File: config.mk
export PLATFORM = sky130hd
export DESIGN_NAME = spi_transaction_sequencer_flat
export DESIGN_NICKNAME = d
export VERILOG_FILES = /design/src/rtl/spi_transaction_sequencer_if.sv /design/src/rtl/spi_transaction_sequencer.sv /design/src/flat_wrapper.sv
export SDC_FILE = /design/constraint.sdc
export NUM_CORES = 1
export LEC_CHECK = 0
export CAP_MARGIN = 10
export CORE_MARGIN = 8
export CORE_UTILIZATION = 36
export CTS_BUF_LIST = sky130_fd_sc_hd__clkbuf_8
export DETAILED_ROUTE_END_ITERATION = 16
export HOLD_SLACK_MARGIN = 0.02
export PLACE_DENSITY = 0.63
export SLEW_MARGIN = 20
export SYNTH_ARGS = -nofsm -noshare
export SYNTH_HDL_FRONTEND = slang
export SYNTH_SLANG_ARGS = --single-unit
export TNS_END_PERCENT = 100
File: constraint.sdc
create_clock -name clock -period 5.5 [get_ports clock]
set_input_delay 1.375 -clock clock [delete_from_list [all_inputs] [get_ports clock]]
set_output_delay 1.375 -clock clock [all_outputs]
set_load 0.005 [all_outputs]
File: src/rtl/spi_transaction_sequencer_if.sv
// Host-side stream and bit-level driver command signals for spi_transaction_sequencer.
// Optional abort/aborted signals exist only when SPI_SEQ_ABORT_EN is defined.
interface spi_transaction_sequencer_if #(
  parameter int WORD_BITS = 8,
  parameter int LEN_BITS  = 8
);
  logic                 start;
  logic [LEN_BITS-1:0]  length;
  logic                 ready;
  logic                 done;
  logic [WORD_BITS-1:0] tx_data;
  logic                 tx_valid;
  logic                 tx_ready;
  logic [WORD_BITS-1:0] rx_data;
  logic                 rx_valid;
  logic                 drv_idle;
  logic                 drv_ack;
  logic                 drv_rdata;
  logic                 drv_do_enable;
  logic                 drv_do_disable;
  logic                 drv_do_transfer;
  logic                 drv_wdata;
`ifdef SPI_SEQ_ABORT_EN
  logic                 abort;
  logic                 aborted;

  modport slave (
    input  start, length, tx_data, tx_valid, drv_idle, drv_ack, drv_rdata, abort,
    output ready, done, tx_ready, rx_data, rx_valid,
           drv_do_enable, drv_do_disable, drv_do_transfer, drv_wdata, aborted
  );
  modport master (
    output start, length, tx_data, tx_valid, drv_idle, drv_ack, drv_rdata, abort,
    input  ready, done, tx_ready, rx_data, rx_valid,
           drv_do_enable, drv_do_disable, drv_do_transfer, drv_wdata, aborted
  );
`else
  modport slave (
    input  start, length, tx_data, tx_valid, drv_idle, drv_ack, drv_rdata,
    output ready, done, tx_ready, rx_data, rx_valid,
           drv_do_enable, drv_do_disable, drv_do_transfer, drv_wdata
  );
  modport master (
    output start, length, tx_data, tx_valid, drv_idle, drv_ack, drv_rdata,
    input  ready, done, tx_ready, rx_data, rx_valid,
           drv_do_enable, drv_do_disable, drv_do_transfer, drv_wdata
  );
`endif
endinterface

File: src/rtl/spi_transaction_sequencer.sv
// Word-level SPI transaction controller: enable, length words of WORD_BITS driver transfers, disable.
// Define SPI_SEQ_ABORT_EN to add the abort input and aborted pulse output.
module spi_transaction_sequencer #(
  parameter int WORD_BITS = 8,
  parameter int LEN_BITS  = 8,
  parameter int MSB_FIRST = 1
) (
  input  logic                       clock,
  input  logic                       reset,
  spi_transaction_sequencer_if.slave bus
);
  localparam int BIT_W = (WORD_BITS > 1) ? $clog2(WORD_BITS) : 1;

  typedef enum logic [3:0] {
    IDLE, EN_ISSUE, EN_WAIT, LOAD, BIT_ISSUE, BIT_WAIT, DIS_ISSUE, DIS_WAIT, DONE
  } state_t;

  state_t               state;
  logic [LEN_BITS-1:0]  word_cnt;
  logic [BIT_W-1:0]     bit_cnt;
  logic [WORD_BITS-1:0] shift_reg;
  logic [WORD_BITS-1:0] shift_next;
  logic                 out_bit;
`ifdef SPI_SEQ_ABORT_EN
  logic                 abort_pend;
`endif

  // NOTE: every always_comb output gets a value on every path, so no latch is inferred.
  always_comb begin
    out_bit    = 1'b0;
    shift_next = '0;
    if (MSB_FIRST != 0) begin
      out_bit    = shift_reg[WORD_BITS-1];
      shift_next = {shift_reg[WORD_BITS-2:0], bus.drv_rdata};
    end else begin
      out_bit    = shift_reg[0];
      shift_next = {bus.drv_rdata, shift_reg[WORD_BITS-1:1]};
    end
  end

  assign bus.ready    = (state == IDLE);
  assign bus.tx_ready = (state == LOAD);

  // NOTE: state registers use non-blocking assignments so every branch sees pre-edge values.
  always_ff @(posedge clock or posedge reset) begin
    if (reset) begin
      state               <= IDLE;
      word_cnt            <= '0;
      bit_cnt             <= '0;
      shift_reg           <= '0;
      bus.rx_data         <= '0;
      bus.rx_valid        <= 1'b0;
      bus.done            <= 1'b0;
      bus.drv_do_enable   <= 1'b0;
      bus.drv_do_disable  <= 1'b0;
      bus.drv_do_transfer <= 1'b0;
      bus.drv_wdata       <= 1'b0;
`ifdef SPI_SEQ_ABORT_EN
      abort_pend          <= 1'b0;
      bus.aborted         <= 1'b0;
`endif
    end else begin
      bus.drv_do_enable   <= 1'b0;
      bus.drv_do_disable  <= 1'b0;
      bus.drv_do_transfer <= 1'b0;
      bus.done            <= 1'b0;
      bus.rx_valid        <= 1'b0;
`ifdef SPI_SEQ_ABORT_EN
      bus.aborted         <= 1'b0;
`endif
      case (state)
        IDLE: begin
          if (bus.start) begin
            word_cnt <= bus.length;
            state    <= EN_ISSUE;
          end
        end
        EN_ISSUE: begin
`ifdef SPI_SEQ_ABORT_EN
          if (bus.abort) abort_pend <= 1'b1;
`endif
          if (bus.drv_idle) begin
            bus.drv_do_enable <= 1'b1;
            state             <= EN_WAIT;
          end
        end
        EN_WAIT: begin
`ifdef SPI_SEQ_ABORT_EN
          if (bus.abort) abort_pend <= 1'b1;
          if (bus.drv_ack && (abort_pend || bus.abort)) state <= DIS_ISSUE;
          else
`endif
          if (bus.drv_ack) state <= (word_cnt != '0) ? LOAD : DIS_ISSUE;
        end
        LOAD: begin
`ifdef SPI_SEQ_ABORT_EN
          if (bus.abort) begin
            abort_pend <= 1'b1;
            state      <= DIS_ISSUE;
          end else
`endif
          if (bus.tx_valid) begin
            shift_reg <= bus.tx_data;
            bit_cnt   <= BIT_W'(WORD_BITS - 1);
            state     <= BIT_ISSUE;
          end
        end
        BIT_ISSUE: begin
`ifdef SPI_SEQ_ABORT_EN
          if (bus.abort) begin
            abort_pend <= 1'b1;
            state      <= DIS_ISSUE;
          end else
`endif
          if (bus.drv_idle) begin
            bus.drv_do_transfer <= 1'b1;
            bus.drv_wdata       <= out_bit;
            state               <= BIT_WAIT;
          end
        end
        BIT_WAIT: begin
`ifdef SPI_SEQ_ABORT_EN
          if (bus.abort) abort_pend <= 1'b1;
          // A pending abort drops the partial word once the in-flight bit completes.
          if (bus.drv_ack && (abort_pend || bus.abort)) state <= DIS_ISSUE;
          else
`endif
          if (bus.drv_ack) begin
            shift_reg <= shift_next;
            if (bit_cnt != '0) begin
              bit_cnt <= bit_cnt - 1'b1;
              state   <= BIT_ISSUE;
            end else begin
              bus.rx_data  <= shift_next;
              bus.rx_valid <= 1'b1;
              word_cnt     <= word_cnt - 1'b1;
              state        <= (word_cnt != LEN_BITS'(1)) ? LOAD : DIS_ISSUE;
            end
          end
        end
        DIS_ISSUE: begin
          if (bus.drv_idle) begin
            bus.drv_do_disable <= 1'b1;
            state              <= DIS_WAIT;
          end
        end
        DIS_WAIT: begin
          if (bus.drv_ack) begin
            bus.done <= 1'b1;
`ifdef SPI_SEQ_ABORT_EN
            bus.aborted <= abort_pend;
            abort_pend  <= 1'b0;
`endif
            state <= DONE;
          end
        end
        DONE:    state <= IDLE;
        default: state <= IDLE;
      endcase
    end
  end
endmodule

File: src/flat_wrapper.sv
// flat-port wrapper written by rule: the top's interface ports become plain ports
module spi_transaction_sequencer_flat 
#(
  parameter int WORD_BITS = 8,
  parameter int LEN_BITS  = 8,
  parameter int MSB_FIRST = 1
)
  (clock, reset, bus_start, bus_length, bus_tx_data, bus_tx_valid, bus_drv_idle, bus_drv_ack, bus_drv_rdata, bus_ready, bus_done, bus_tx_ready, bus_rx_data, bus_rx_valid, bus_drv_do_enable, bus_drv_do_disable, bus_drv_do_transfer, bus_drv_wdata);
  spi_transaction_sequencer_if #(.WORD_BITS(WORD_BITS), .LEN_BITS(LEN_BITS)) bus_i ();
  input  logic clock;
  input  logic reset;
  input wire logic [$bits(bus_i.start)-1:0] bus_start;
  input wire logic [$bits(bus_i.length)-1:0] bus_length;
  input wire logic [$bits(bus_i.tx_data)-1:0] bus_tx_data;
  input wire logic [$bits(bus_i.tx_valid)-1:0] bus_tx_valid;
  input wire logic [$bits(bus_i.drv_idle)-1:0] bus_drv_idle;
  input wire logic [$bits(bus_i.drv_ack)-1:0] bus_drv_ack;
  input wire logic [$bits(bus_i.drv_rdata)-1:0] bus_drv_rdata;
  output wire logic [$bits(bus_i.ready)-1:0] bus_ready;
  output wire logic [$bits(bus_i.done)-1:0] bus_done;
  output wire logic [$bits(bus_i.tx_ready)-1:0] bus_tx_ready;
  output wire logic [$bits(bus_i.rx_data)-1:0] bus_rx_data;
  output wire logic [$bits(bus_i.rx_valid)-1:0] bus_rx_valid;
  output wire logic [$bits(bus_i.drv_do_enable)-1:0] bus_drv_do_enable;
  output wire logic [$bits(bus_i.drv_do_disable)-1:0] bus_drv_do_disable;
  output wire logic [$bits(bus_i.drv_do_transfer)-1:0] bus_drv_do_transfer;
  output wire logic [$bits(bus_i.drv_wdata)-1:0] bus_drv_wdata;
  assign bus_i.start = bus_start;
  assign bus_i.length = bus_length;
  assign bus_i.tx_data = bus_tx_data;
  assign bus_i.tx_valid = bus_tx_valid;
  assign bus_i.drv_idle = bus_drv_idle;
  assign bus_i.drv_ack = bus_drv_ack;
  assign bus_i.drv_rdata = bus_drv_rdata;
  assign bus_ready = bus_i.ready;
  assign bus_done = bus_i.done;
  assign bus_tx_ready = bus_i.tx_ready;
  assign bus_rx_data = bus_i.rx_data;
  assign bus_rx_valid = bus_i.rx_valid;
  assign bus_drv_do_enable = bus_i.drv_do_enable;
  assign bus_drv_do_disable = bus_i.drv_do_disable;
  assign bus_drv_do_transfer = bus_i.drv_do_transfer;
  assign bus_drv_wdata = bus_i.drv_wdata;
  spi_transaction_sequencer #(.WORD_BITS(WORD_BITS), .LEN_BITS(LEN_BITS), .MSB_FIRST(MSB_FIRST)) u_core (.clock(clock), .reset(reset), .bus(bus_i));
endmodule
==> run_results.csv, run 1 <==
group,metric,value,unit
outcome,status,"completed",
logic_synthesis,syn_nets,229,
logic_synthesis,netlist.area_leader.share,44.8,%
detailed_routing,drt_iter0_drc,72,
timing,drv_slew,0,
clocking,clkSinkCount,37,
logic_synthesis,ys_warn_count,0,
power,power.density,483,mW/mm²
logic_synthesis,synth.most_common_cell,"dfrtp_1",
hold_path,holdPathEnd,"u_core.bit_cnt[0]",
setup_path,crit_path_start_kind,"flip-flop",
setup_path,cp.arrival,1.91,ns
clocking,htreeDepth,2,
logic_synthesis,synth_seq_cells,37,
floorplan,ios,39,
power,ir_worst_vdd,0.203,mV
logic_synthesis,synth_area_per_cell,10.3,µm²
flow_run,drv_cap,0,
logic_synthesis,synthCells,201,
timing,worst_pin_slew,0.633,ns
placed_design,port_buffers,38,
floorplan,start_util,37.3,%
detailed_routing,drt-total-wl,4.35,mm
logic_synthesis,async_flop_share,100,%
setup_path,crit-reg2reg-launch,"u_core.state[2]",
grt,grt_pass1_vias,1653,
timing,setup_viol,0,
detailed_routing,routed_via_density,5.06,
timing,fin_skew,0.00525,ns
placed_design,dp_hpwl,3.11,mm
finish,n_antenna_cell,0,
finish,nets,266,
floorplan,die-area,0.00842,mm²
clocking,cts-resized-gates,0,
power,p_leak,1.08,nW
hold_path,hold_depth,1,
power,total_power,1.24,mW
grt,grt_pass1_wl,7.74,mm
detailed_routing,first_pass_iters,4,
logic_synthesis,yosysSeqAreaShare,44.8,%
logic_synthesis,syn_area,0.00207,mm²
grt,track_usage,11.3,%
logic_synthesis,yosysUniqueCellTypes,48,
timing,rsz0062_at_grt,"false",
clocking,cts_setup_buffers,0,
timing,fmax,0.305,GHz
floorplan,die_h,91.8,µm
clocking,tritoncts,"yes",
setup_path,worst-path-max-fanout,17,
floorplan,rows,27,
finish,layout-drive-gt1-share,9.21,%
clocking,hold_buffers,0,
grt,grt_max_degree,38,
timing,fin_crit_sh,59.7,%
clocking,cts_buffers,5,
detailed_routing,wl_per_cell,14.0,µm
timing,fin_crit,3.28,ns
clocking,clkLatencyLatePin,0.28,ns
placed_design,place_congestion,0.791,
setup_path,setup.worst_path.end_class,"output pin",
setup_path,worstSetupPathType,"reg2out",
clocking,clock-root-buffer,"clkbuf_8",
floorplan,core_area,0.00554,mm²
setup_path,r2r-end,"u_core.bus.rx_data[2]",
finish,syn_to_final_growth,24.0,%
detailed_routing,vias,1574,
clocking,clkTransAtPathRegs,0.07,ns
hold_path,min_path_type,"reg2reg",
detailed_routing,drc,0,
logic_synthesis,synth_area_leader_cell,"dfrtp_1",
logic_synthesis,synth_flop_cell,"dfrtp_1",
grt,antenna_found_initial,0,
detailed_routing,antenna_left,0,
logic_synthesis,netlist_top_cells_count,"dfrtp_1 (37), nand2_1 (21), o21ai_1 (16)",
hold_path,min-delay-start,"u_core.bit_cnt[0]",
setup_path,r2r_cells,4,
timing,hold_viol,0,
clocking,clockBufferDepth,2,
finish,nFillCells,543,
floorplan,die_w,91.8,µm
setup_path,required,4.12,ns
setup_path,r2r_slack,3.39,ns
grt,grt_overflow,0,
timing,tns,0,ns
logic_synthesis,synthTopCellsByArea,"dfrtp_1 (45%), mux2_1 (4.9%), mux2i_1 (4.4%)",
timing,slew_headroom,57.8,%
logic_synthesis,synth_edf_count,0,
[layer usage]
metal,up-vias,share of wire [%],global-route usage (%)
li1,796,-,-
met1,739,49,14.2
met2,31,44,17.6
met3,8,5.2,2.93
met4,0,1.9,5.37
met5,-,0,0
[area by class of cell]
cell class	count	area (µm²)	area share, %
clock inverters	3	13.8	0.537
clock buffers	5	68.8	2.69
repair buffers	40	395	15.4
flip-flops and latches	37	926	36.1
well taps	72	90.1	3.52
multi-input cells	148	1050	40.8
inverters	6	22.5	0.879
[placed cells by master (no fill, tap or decap), types with 2 or more instances in the layout]
cell type / n
a31oi_1: 2
a21oi_1: 13
clkdlybuf4s50_1: 38
nand3_1: 4
mux2i_1: 9
ha_1: 5
nor2_1: 15
and3_1: 5
nand2b_1: 3
dfrtp_1: 37
nor3_2: 2
and2b_1: 2
buf_4: 2
clkbuf_8: 5
o21ai_0: 4
mux2_1: 9
clkinv_2: 2
nand2_1: 21
nor2b_1: 4
nor3_1: 8
a22oi_1: 2
o21ai_1: 16
inv_1: 6
[power breakdown]
part	internal [mW]	leakage, nW	switching, mW	total (mW)
Sequential	0.378	0.469	0.124	0.502
Clock	0.0859	0.0491	0.0937	0.180
Combinational	0.280	0.562	0.276	0.556
Total	0.744	1.08	0.494	1.24
[cells by family (layout without fill, tap and decap cells)]
family	after synthesis	count (layout)	share of synthesized area (%)
simple gates	72	72	19.1
compound gates	52	52	18.8
flops	37	37	44.8
mux	18	18	9.26
buf+inv	16	54	4.60
fa+ha+maj	5	5	3.03
xor+xnor	1	1	0.424
[critical path: stages (launching register included)]
cell,delay [ns]
dfrtp_1,0.61
nor4_4,0.44
clkdlybuf4s50_1,0.58
[through the flow]
step | area [µm²] | hold WS, ns | util [%] | std cells | setup WS [ns]
after global routing | 2560 | 0.492 | 46.3 | 311 | 2.06
final | 2560 | 0.477 | 46.3 | 311 | 2.22
after floorplan | 2070 | 0.445 | - | 201 | 3.06
after global placement | 2480 | 0.458 | 44.8 | 303 | 2.14
after CTS | 2560 | 0.480 | 46.3 | 311 | 2.19
after detailed placement | 2480 | 0.468 | 44.8 | 303 | 2.10
[worst max path at each step]
stage                       to             from
2_1_floorplan  u_core.state[0]      bus_drv_ack
3_3_place_gp   u_core.state[2]      bus_drv_ack
3_5_place_dp   u_core.state[2]      bus_drv_ack
4_1_cts              bus_ready  u_core.state[2]
5_1_grt           bus_tx_ready  u_core.state[0]
6_report             bus_ready  u_core.state[2]
Power figures use the tool's default switching activity.
==> inputs of run 2 (changes only) <==
==> constraint.sdc (replaced) <==
create_clock -name clock -period 3.4 [get_ports clock]
set_input_delay 0.85 -clock clock [delete_from_list [all_inputs] [get_ports clock]]
set_output_delay 0.85 -clock clock [all_outputs]
set_load 0.005 [all_outputs]
==> run 2 against run 1 <==
Effect of this change:
- first-iteration DRC count rose by 31%
- utilization is 1.1 points higher
- total power increased by 72%
- flip-flop and latch count unchanged
- design area grew 2.3%
- setup slack got worse by 1.6 ns
- global-route usage fell by 0.10 points
- register-to-register slack got worse by 2.2 ns
- final cell count is 0.96% higher
- non-clock buffer count grew 3
- hold slack got worse by 0.0075 ns
- die area did not move
- critical path type unchanged
- critical endpoint unchanged
- highest routed layer unchanged
==> run_results.csv, run 2 (synthesized netlist as in run 1, its figures left out) <==
group,metric,value,unit
outcome,status,"completed",
setup_path,worst-path-max-fanout,16,
detailed_routing,drt_iter0_drc,94,
hold_path,holdPathEnd,"u_core.bit_cnt[0]",
hold_path,min-delay-start,"u_core.bit_cnt[0]",
floorplan,ios,39,
placed_design,dp_hpwl,3.22,mm
setup_path,setup.worst_path.end_class,"output pin",
power,power.density,813,mW/mm²
finish,n_antenna_cell,0,
clocking,clkLatencyLatePin,0.29,ns
detailed_routing,wl_per_cell,13.9,µm
placed_design,place_congestion,0.804,
power,ir_worst_vdd,0.359,mV
timing,fin_crit_sh,81.5,%
detailed_routing,drc,0,
grt,grt_overflow,0,
finish,final_cells,314,
clocking,clock-root-buffer,"clkbuf_8",
flow_run,drv_cap,0,
detailed_routing,drt-total-wl,4.36,mm
timing,hold_ws,0.469,ns
detailed_routing,routed_via_density,5.19,
finish,seq_area,926,µm²
finish,layout-drive-gt1-share,10.7,%
timing,setup_viol,0,
setup_path,required,2.55,ns
timing,fmax,0.361,GHz
clocking,clkSinkCount,37,
floorplan,core_area,0.00554,mm²
setup_path,crit_path_start_kind,"flip-flop",
clocking,tritoncts,"yes",
finish,final_common_cell,"clkdlybuf4s50_1",
hold_path,min_path_type,"reg2reg",
finish,final_cell_mix,"clkdlybuf4s50_1 (38), dfrtp_1 (37), nand2_1 (21)",
timing,fin_skew,0.00550,ns
clocking,cts_setup_buffers,0,
setup_path,r2r_slack,1.22,ns
placed_design,port_buffers,38,
detailed_routing,antenna_left,0,
detailed_routing,vias,1631,
clocking,htreeDepth,2,
floorplan,die_h,91.8,µm
finish,final_core_util,47.3,%
finish,syn_to_final_growth,26.9,%
grt,track_usage,11.2,%
setup_path,cp.arrival,1.92,ns
finish,nFillCells,559,
grt,grt_pass1_wl,7.65,mm
detailed_routing,first_pass_iters,4,
power,total_power,2.13,mW
hold_path,hold_depth,1,
timing,worst_pin_slew,0.620,ns
grt,antenna_found_initial,0,
timing,slew_headroom,58.6,%
floorplan,die_w,91.8,µm
placed_design,dp.cells,306,
clocking,cts_buffers,5,
timing,rsz0062_at_grt,"false",
setup_path,r2r-end,"u_core.state[0]",
clocking,hold_buffers,0,
timing,tns,0,ns
finish,multiInputGateArea,0.00105,mm²
clocking,cts-resized-gates,0,
clocking,clockBufferDepth,2,
power,p_leak,1.10,nW
grt,grt_pass1_vias,1562,
floorplan,start_util,37.3,%
timing,drv_slew,0,
finish,nets,269,
timing,fin_crit,2.77,ns
timing,hold_viol,0,
clocking,clkTransAtPathRegs,0.07,ns
grt,grt_max_degree,38,
floorplan,rows,27,
setup_path,crit-reg2reg-launch,"u_core.state[0]",
floorplan,die-area,0.00842,mm²
setup_path,worstSetupPathType,"reg2out",
setup_path,r2r_cells,5,
## run 2: changes by cell type in the layout (fill, tap and decap cells not counted)
cell / delta
buf_4: +3
bufinv_16: +1
clkbuf_8: +1
clkinv_2: -2
clkinvlp_4: +1
inv_1: -1
## run 2: worst max-delay path: stages, from the launching register on
cell and delay, ns:
dfrtp_1 0.58, nor4_4 0.47, clkdlybuf4s50_1 0.59
## run 2: metrics by stage
stage	area [µm²]	setup WS, ns
CTS	2620	0.615
global route	2620	0.548
floorplan	2070	1.48
finish	2620	0.628
detailed placement	2500	0.750
global placement	2500	0.786
## run 2: worst max path at each step
stage | start | endpoint | slack (ns) | depth (start not counted)
after floorplan | bus_drv_ack | u_core.state[0] | 1.48 | 5
after global placement | bus_drv_ack | u_core.state[2] | 0.79 | 7
after detailed placement | bus_drv_ack | u_core.state[2] | 0.75 | 7
after CTS | u_core.state[0] | bus_ready | 0.62 | 2
after global routing | u_core.state[0] | bus_ready | 0.55 | 2
final | u_core.state[0] | bus_ready | 0.63 | 2
## run 2: layout make-up
| cell class | count | share of cell area [%] |
|---|---|---|
| multi-input combinational | 148 | 39.9 |
| sequential | 37 | 35.3 |
| timing repair buffer | 43 | 15.9 |
| tap | 72 | 3.44 |
| clock buffer | 6 | 3.15 |
| clock inverter | 2 | 1.43 |
| inverter | 6 | 0.859 |
## run 2: where the power goes
group | internal (mW) | switching [mW] | leakage, nW
registers | 0.613 | 0.171 | 0.469
logic | 0.466 | 0.485 | 0.577
clock network | 0.238 | 0.159 | 0.0574
total | 1.32 | 0.816 | 1.10
## run 2: layer usage
metal | track usage, % | routed length (µm)
met1 | 14.2 | 1960
met2 | 17.3 | 2020
met3 | 2.93 | 289
met4 | 5.23 | 87
met5 | 0 | 0
